==> src/rtl/mem_arbiter_if.sv <==
// Requester and RAM-side signals of the memory arbiter, bundled for port connection.
// slave = arbiter side, master = requesters/RAM side.
interface mem_arbiter_if;
    logic        rdy;
    logic        clear;
    logic        if_req;
    logic [31:0] if_addr;
    logic        if_done;
    logic [31:0] if_data;
    logic        lsb_req;
    logic [31:0] lsb_addr;
    logic [2:0]  lsb_size;
    logic        lsb_done;
    logic [31:0] lsb_data;
    logic        rob_req;
    logic        rob_wr;
    logic [31:0] rob_addr;
    logic [2:0]  rob_size;
    logic [31:0] rob_wdata;
    logic        rob_done;
    logic [31:0] rob_rdata;
    logic [7:0]  mem_din;
    logic [7:0]  mem_dout;
    logic [31:0] mem_a;
    logic        mem_wr;
    logic        io_buffer_full;

    // Handshake: each *_req is a level held until its one-cycle *_done; the requester drops it on done.
    modport slave (
        input  rdy, clear, if_req, if_addr, lsb_req, lsb_addr, lsb_size,
               rob_req, rob_wr, rob_addr, rob_size, rob_wdata, mem_din, io_buffer_full,
        output if_done, if_data, lsb_done, lsb_data, rob_done, rob_rdata,
               mem_dout, mem_a, mem_wr
    );

    modport master (
        output rdy, clear, if_req, if_addr, lsb_req, lsb_addr, lsb_size,
               rob_req, rob_wr, rob_addr, rob_size, rob_wdata, mem_din, io_buffer_full,
        input  if_done, if_data, lsb_done, lsb_data, rob_done, rob_rdata,
               mem_dout, mem_a, mem_wr
    );
endinterface

==> src/rtl/mem_arbiter.sv <==
// Byte-wide RAM/IO bus arbiter for ROB > LSB > IF; splits requests into 1/2/4 byte cycles.
// RAM is synchronous: byte k addressed in BUSY cycle k arrives on mem_din one cycle later.
module mem_arbiter #(
    parameter logic [31:0] IO_BASE = 32'h30000
) (
    input  logic          clk,
    input  logic          rst,
    mem_arbiter_if.slave  arb,
    output logic [1:0]    o_dbg_state
);

    typedef enum logic [1:0] {ST_IDLE = 2'd0, ST_BUSY = 2'd1, ST_DONE = 2'd2} state_t;
    typedef enum logic [1:0] {PORT_IF = 2'd0, PORT_LSB = 2'd1, PORT_ROB = 2'd2} port_t;

    state_t      r_state;
    state_t      w_state_next;
    port_t       r_port;
    port_t       w_grant_port;
    logic [31:0] r_addr;
    logic [31:0] r_wdata;
    logic [31:0] r_data;
    logic [2:0]  r_size;
    logic [2:0]  r_cnt;
    logic        r_wr;

    logic        w_grant;
    logic [31:0] w_req_addr;
    logic [31:0] w_req_wdata;
    logic [2:0]  w_req_size;
    logic        w_req_wr;
    logic [31:0] w_byte_addr;
    logic        w_is_io;
    logic        w_stall;
    logic        w_abort;
    logic        w_xfer_end;
    logic [7:0]  w_wbyte;

    function automatic logic [2:0] norm_size(input logic [2:0] s);
        if (s == 3'd0)
            return 3'd1;
        else if (s > 3'd4)
            return 3'd4;
        else
            return s;
    endfunction

    // Clear hides LSB/IF requests for the cycle; ROB requests are committed work.
    always_comb begin
        w_grant      = 1'b0;
        w_grant_port = PORT_IF;
        w_req_addr   = arb.if_addr;
        w_req_size   = 3'd4;
        w_req_wdata  = 32'd0;
        w_req_wr     = 1'b0;
        if (arb.rob_req) begin
            w_grant      = 1'b1;
            w_grant_port = PORT_ROB;
            w_req_addr   = arb.rob_addr;
            w_req_size   = norm_size(arb.rob_size);
            w_req_wdata  = arb.rob_wdata;
            w_req_wr     = arb.rob_wr;
        end else if (!arb.clear && arb.lsb_req) begin
            w_grant      = 1'b1;
            w_grant_port = PORT_LSB;
            w_req_addr   = arb.lsb_addr;
            w_req_size   = norm_size(arb.lsb_size);
        end else if (!arb.clear && arb.if_req) begin
            w_grant      = 1'b1;
        end
    end

    assign w_byte_addr = r_addr + {29'd0, r_cnt};
    assign w_is_io     = (w_byte_addr[17:16] == IO_BASE[17:16]);
    assign w_stall     = r_wr && w_is_io && arb.io_buffer_full;
    assign w_abort     = arb.clear && (r_port != PORT_ROB);
    // Reads need one extra cycle to catch the last byte coming back from the RAM.
    assign w_xfer_end  = r_wr ? (!w_stall && (r_cnt == r_size - 3'd1)) : (r_cnt == r_size);

    always_comb begin
        case (r_cnt[1:0])
            2'd0:    w_wbyte = r_wdata[7:0];
            2'd1:    w_wbyte = r_wdata[15:8];
            2'd2:    w_wbyte = r_wdata[23:16];
            default: w_wbyte = r_wdata[31:24];
        endcase
    end

    always_ff @(posedge clk or posedge rst) begin
        if (rst)
            r_state <= ST_IDLE;
        else if (arb.rdy)
            r_state <= w_state_next;
    end

    always_comb begin
        w_state_next = r_state;
        case (r_state)
            ST_IDLE: if (w_grant) w_state_next = ST_BUSY;
            ST_BUSY: begin
                if (w_abort)
                    w_state_next = ST_IDLE;
                else if (w_xfer_end)
                    w_state_next = ST_DONE;
            end
            default: w_state_next = ST_IDLE;
        endcase
    end

    always_ff @(posedge clk or posedge rst) begin
        if (rst) begin
            r_port  <= PORT_IF;
            r_addr  <= 32'd0;
            r_wdata <= 32'd0;
            r_data  <= 32'd0;
            r_size  <= 3'd0;
            r_cnt   <= 3'd0;
            r_wr    <= 1'b0;
        end else if (arb.rdy) begin
            case (r_state)
                ST_IDLE: begin
                    if (w_grant) begin
                        r_port  <= w_grant_port;
                        r_addr  <= w_req_addr;
                        r_size  <= w_req_size;
                        r_wdata <= w_req_wdata;
                        r_wr    <= w_req_wr;
                        r_cnt   <= 3'd0;
                        r_data  <= 32'd0;
                    end
                end
                ST_BUSY: begin
                    if (!r_wr) begin
                        case (r_cnt)
                            3'd1:    r_data[7:0]   <= arb.mem_din;
                            3'd2:    r_data[15:8]  <= arb.mem_din;
                            3'd3:    r_data[23:16] <= arb.mem_din;
                            3'd4:    r_data[31:24] <= arb.mem_din;
                            default: ;
                        endcase
                        if (r_cnt != r_size)
                            r_cnt <= r_cnt + 3'd1;
                    end else if (!w_stall) begin
                        r_cnt <= r_cnt + 3'd1;
                    end
                end
                default: ;
            endcase
        end
    end

    always_comb begin
        arb.mem_a    = 32'd0;
        arb.mem_dout = 8'd0;
        arb.mem_wr   = 1'b0;
        arb.if_done  = 1'b0;
        arb.lsb_done = 1'b0;
        arb.rob_done = 1'b0;
        case (r_state)
            ST_BUSY: begin
                if (r_wr) begin
                    arb.mem_a    = w_byte_addr;
                    arb.mem_dout = w_wbyte;
                    arb.mem_wr   = arb.rdy && !w_stall && !w_abort;
                end else if (r_cnt != r_size) begin
                    arb.mem_a = w_byte_addr;
                end
            end
            ST_DONE: begin
                if (arb.rdy && !w_abort) begin
                    case (r_port)
                        PORT_ROB: arb.rob_done = 1'b1;
                        PORT_LSB: arb.lsb_done = 1'b1;
                        default:  arb.if_done  = 1'b1;
                    endcase
                end
            end
            default: ;
        endcase
    end

    assign arb.if_data   = r_data;
    assign arb.lsb_data  = r_data;
    assign arb.rob_rdata = r_data;
    assign o_dbg_state   = r_state;

endmodule

==> src/flat_wrapper.sv <==
// flat-port wrapper written by rule: the top's interface ports become plain ports
module mem_arbiter_flat 
#(
    parameter logic [31:0] IO_BASE = 32'h30000
)
  (clk, rst, o_dbg_state, arb_rdy, arb_clear, arb_if_req, arb_if_addr, arb_lsb_req, arb_lsb_addr, arb_lsb_size, arb_rob_req, arb_rob_wr, arb_rob_addr, arb_rob_size, arb_rob_wdata, arb_mem_din, arb_io_buffer_full, arb_if_done, arb_if_data, arb_lsb_done, arb_lsb_data, arb_rob_done, arb_rob_rdata, arb_mem_dout, arb_mem_a, arb_mem_wr);
  mem_arbiter_if arb_i ();
  input  logic clk;
  input  logic rst;
  output logic [1:0] o_dbg_state;
  input wire logic [$bits(arb_i.rdy)-1:0] arb_rdy;
  input wire logic [$bits(arb_i.clear)-1:0] arb_clear;
  input wire logic [$bits(arb_i.if_req)-1:0] arb_if_req;
  input wire logic [$bits(arb_i.if_addr)-1:0] arb_if_addr;
  input wire logic [$bits(arb_i.lsb_req)-1:0] arb_lsb_req;
  input wire logic [$bits(arb_i.lsb_addr)-1:0] arb_lsb_addr;
  input wire logic [$bits(arb_i.lsb_size)-1:0] arb_lsb_size;
  input wire logic [$bits(arb_i.rob_req)-1:0] arb_rob_req;
  input wire logic [$bits(arb_i.rob_wr)-1:0] arb_rob_wr;
  input wire logic [$bits(arb_i.rob_addr)-1:0] arb_rob_addr;
  input wire logic [$bits(arb_i.rob_size)-1:0] arb_rob_size;
  input wire logic [$bits(arb_i.rob_wdata)-1:0] arb_rob_wdata;
  input wire logic [$bits(arb_i.mem_din)-1:0] arb_mem_din;
  input wire logic [$bits(arb_i.io_buffer_full)-1:0] arb_io_buffer_full;
  output wire logic [$bits(arb_i.if_done)-1:0] arb_if_done;
  output wire logic [$bits(arb_i.if_data)-1:0] arb_if_data;
  output wire logic [$bits(arb_i.lsb_done)-1:0] arb_lsb_done;
  output wire logic [$bits(arb_i.lsb_data)-1:0] arb_lsb_data;
  output wire logic [$bits(arb_i.rob_done)-1:0] arb_rob_done;
  output wire logic [$bits(arb_i.rob_rdata)-1:0] arb_rob_rdata;
  output wire logic [$bits(arb_i.mem_dout)-1:0] arb_mem_dout;
  output wire logic [$bits(arb_i.mem_a)-1:0] arb_mem_a;
  output wire logic [$bits(arb_i.mem_wr)-1:0] arb_mem_wr;
  assign arb_i.rdy = arb_rdy;
  assign arb_i.clear = arb_clear;
  assign arb_i.if_req = arb_if_req;
  assign arb_i.if_addr = arb_if_addr;
  assign arb_i.lsb_req = arb_lsb_req;
  assign arb_i.lsb_addr = arb_lsb_addr;
  assign arb_i.lsb_size = arb_lsb_size;
  assign arb_i.rob_req = arb_rob_req;
  assign arb_i.rob_wr = arb_rob_wr;
  assign arb_i.rob_addr = arb_rob_addr;
  assign arb_i.rob_size = arb_rob_size;
  assign arb_i.rob_wdata = arb_rob_wdata;
  assign arb_i.mem_din = arb_mem_din;
  assign arb_i.io_buffer_full = arb_io_buffer_full;
  assign arb_if_done = arb_i.if_done;
  assign arb_if_data = arb_i.if_data;
  assign arb_lsb_done = arb_i.lsb_done;
  assign arb_lsb_data = arb_i.lsb_data;
  assign arb_rob_done = arb_i.rob_done;
  assign arb_rob_rdata = arb_i.rob_rdata;
  assign arb_mem_dout = arb_i.mem_dout;
  assign arb_mem_a = arb_i.mem_a;
  assign arb_mem_wr = arb_i.mem_wr;
  mem_arbiter #(.IO_BASE(IO_BASE)) u_core (.clk(clk), .rst(rst), .arb(arb_i), .o_dbg_state(o_dbg_state));
endmodule
==> config.mk <==
export PLATFORM = sky130hd
export DESIGN_NAME = mem_arbiter_flat
export DESIGN_NICKNAME = d
export VERILOG_FILES = /design/src/rtl/mem_arbiter_if.sv /design/src/rtl/mem_arbiter.sv /design/src/flat_wrapper.sv
export SDC_FILE = /design/constraint.sdc
export NUM_CORES = 1
export LEC_CHECK = 0
export CORE_MARGIN = 2
export CORE_UTILIZATION = 35
export CTS_BUF_LIST = sky130_fd_sc_hd__clkbuf_8
export DETAILED_ROUTE_END_ITERATION = 10
export PLACE_DENSITY_LB_ADDON = 0.25
export SYNTH_ARGS = -nofsm -noshare
export SYNTH_HDL_FRONTEND = slang
export SYNTH_SLANG_ARGS = --single-unit
==> constraint.sdc <==
create_clock -name clk -period 4.1 [get_ports clk]
set_clock_uncertainty 0.1 [all_clocks]
set_input_delay 0.41 -clock clk [delete_from_list [all_inputs] [get_ports clk]]
set_output_delay 0.41 -clock clk [all_outputs]
set_load 0.05 [all_outputs]
==> results.sh <==
export IMPL_dpl_cell_count=1211
export IMPL_clk_pin_slew_worst_paths_ns=0.11
export IMPL_r2r_cells=6
export IMPL_synth_area_um2=6530
export IMPL_synth_area_top_cells="dfrtp_1 (41%), nand2_1 (11%), buf_4 (7.4%)"
export IMPL_ys_seq_area_frac=0.410
export IMPL_die_x_um=141
export IMPL_place_congestion=0.825
export IMPL_htreeDepth=3
export IMPL_critPathLaunch="u_core.r_cnt[0]"
export IMPL_layout_common_cells="clkdlybuf4s50_1 (258), nand2_1 (182), dfrtp_1 (107)"
export IMPL_synthCells=793
export IMPL_cp_endpoint="arb_mem_wr"
export IMPL_synth_edff_count=0
export IMPL_yosysWarnings=0
export IMPL_dpl_cell_area_um2=9350
export IMPL_setup_viol=0
export IMPL_status="complete, no violations"
export IMPL_finalSetupTns_ns=0
export IMPL_final_common_cell="clkdlybuf4s50_1"
export IMPL_reg2reg_slack_ns=1.40
export IMPL_ir_drop_mv=0.379
export IMPL_rows=49
export IMPL_worstSetupPathType="reg -> out"
export IMPL_wl_per_cell_um=15.5
export IMPL_cts_root_buf="clkbuf_8"
export IMPL_period_share=0.820
export IMPL_fin_util=0.526
export IMPL_crit_reg2reg_launch="u_core.r_cnt[1]"
export IMPL_wl_um=19000
export IMPL_synth_nets=956
export IMPL_grt_max_degree=76
export IMPL_antenna_found_initial=1
export IMPL_drt_iter0_markers=226
export IMPL_synth_largest_area_cell="dfrtp_1"
export IMPL_pre_cts_slack_ns=1.13
export IMPL_antenna_left=0
export IMPL_critPathRequiredTime_ns=3.59
export IMPL_worst_slack_ns=0.738
export IMPL_finalHoldViolations=0
export IMPL_via_per_inst=4.88
export IMPL_clk_insertion_delay_late_ns=0.38
export IMPL_grt_pass1_wl_um=30000
export IMPL_crit_path_start_kind="flop"
export IMPL_io_pins=293
export IMPL_grt_ovfl_total=0
export IMPL_totalPowerFinal_mw=7.73
export IMPL_stdcell_area_um2=9550
export IMPL_yosys_register_bits=107
export IMPL_fin_cells=1227
export IMPL_initial_core_util=0.360
export IMPL_worstReg2RegEnd="u_core.r_wdata[3]"
export IMPL_power_density_nw_per_um2=810
export IMPL_port_buffers=292
export IMPL_core_area_um2=18100
export IMPL_grt_setup_unrepaired="false"
export IMPL_first_global_vias=5778
export IMPL_die_y_um=141
export IMPL_drc_errors=0
export IMPL_fin_crit_ns=3.36
export IMPL_fmax_mhz=297
export IMPL_numCtsBuffers=9
export IMPL_yosysUniqueCellTypes=46
export IMPL_areaGrowthSynthToFinish_pct=46.1
export IMPL_cts_sinks=107
export IMPL_grtUsageTotal=0.190
export IMPL_crit_path_end_kind="output pin"
export IMPL_dieArea_um2=19800
export IMPL_cts_resized_gates=0
export IMPL_yosysTopAreaCellShare=0.410
export IMPL_synthFlopType="dfrtp_1"
export IMPL_timing_hold_ws_ns=0.380
export IMPL_drt_pass1_iter_count=5
export IMPL_avgSynthCellArea_um2=8.24
export IMPL_n_antenna_cell=0
export IMPL_cap_violations=0
export IMPL_final_max_slew_viol_count=0
export IMPL_hpwl_um=14900
export IMPL_async_flop_share=1.00
export IMPL_maxSlewHeadroom=0.331
export IMPL_cts_buffer_depth=2
export IMPL_tightest_slew_ns=1.00
export IMPL_drive_above_1_share=0.103
export IMPL_cts_tree="done"
export IMPL_crit_fanout=6
export IMPL_hold_buffers=0
export IMPL_post_cts_buffers=0
export IMPL_vias=5993
export IMPL_leakage_nw=4.04
export IMPL_arrival_ns=2.85
export IMPL_hold_class="in -> async"
export IMPL_layout_nets=1156
-- state kept, by name (all words and copies together) (netlist names) --
signal	flops
u_core.o_dbg_state	2
u_core.arb.if_data	32
u_core.r_cnt	3
u_core.r_wdata	32
u_core.r_wr	1
u_core.r_size	3
u_core.r_port	2
u_core.r_addr	32
-- worst max-delay path: stages (launching register included) --
cell	delay, ns
dfrtp_1	0.49
ha_1	0.23
fa_1	0.24
a21o_1	0.19
nand2b_4	0.07
or4_4	0.49
xor2_2	0.26
nor3_1	0.08
nor3_1	0.19
buf_4	0.24
-- layer usage --
| metal | part of all wire | vias to the layer above | track usage | wire length [µm] |
|---|---|---|---|---|
| li1 | - | 2988 | - | - |
| met1 | 0.41 | 2746 | 0.225 | 7700 |
| met5 | 0.00068 | - | 0 | 13 |
| met3 | 0.089 | 21 | 0.0560 | 1700 |
| met4 | 0.018 | 2 | 0.0600 | 350 |
| met2 | 0.49 | 236 | 0.334 | 9220 |
-- cells by family after synthesis --
| logic type | share of synthesized area |
|---|---|
| adder cells (fa/ha/maj) | 0.0241 |
| buffers and inverters | 0.111 |
| AO/OA/AOI/OAI | 0.155 |
| flip-flops | 0.410 |
| AND/OR/NAND/NOR | 0.201 |
| multiplexers | 0.0586 |
| XOR/XNOR | 0.0400 |
-- worst min path at each step --
stage	start	endpoint	slack (ns)	depth (start not counted)
global placement	u_core.r_wdata[25]	u_core.r_wdata[25]	0.37	2
detailed placement	u_core.r_wdata[25]	u_core.r_wdata[25]	0.37	2
finish	rst	u_core.r_wdata[13]	0.38	2
CTS	arb_rob_req	u_core.r_wdata[6]	0.35	3
floorplan	u_core.r_wdata[10]	u_core.r_wdata[10]	0.35	2
global route	arb_rob_req	u_core.r_wdata[26]	0.38	3
-- power breakdown --
part           internal, mW  total [mW]  switching (mW)
logic                  1.86        5.13            3.26
clock network         0.286       0.661           0.375
registers              1.49        1.95           0.455
-- Yosys cell counts, types with 5 or more instances --
| master | count |
|---|---|
| a21oi_1 | 84 |
| nor2b_1 | 5 |
| dfrtp_1 | 107 |
| nor3_1 | 8 |
| or3_1 | 6 |
| xor2_1 | 15 |
| and3_1 | 5 |
| nand4_1 | 6 |
| inv_1 | 17 |
| mux2_2 | 34 |
| clkbuf_1 | 45 |
| buf_4 | 64 |
| nor2_1 | 49 |
| nand3_1 | 12 |
| and2_1 | 11 |
| ha_1 | 11 |
| nand2_1 | 183 |
| nand2b_1 | 9 |
| o21ai_0 | 71 |
| xnor2_1 | 13 |
| a222oi_1 | 8 |
-- final cells by class --
class / instances / area (µm²)
Sequential cell: 107 / 2680
Clock inverter: 7 / 73.8
Tap cell: 229 / 287
Clock buffer: 9 / 124
Timing Repair Buffer: 301 / 3180
Fill cell: 1721 / 8600
Inverter: 17 / 66.3
Multi-Input combinational cell: 557 / 3140
Power figures use the tool's default switching activity.
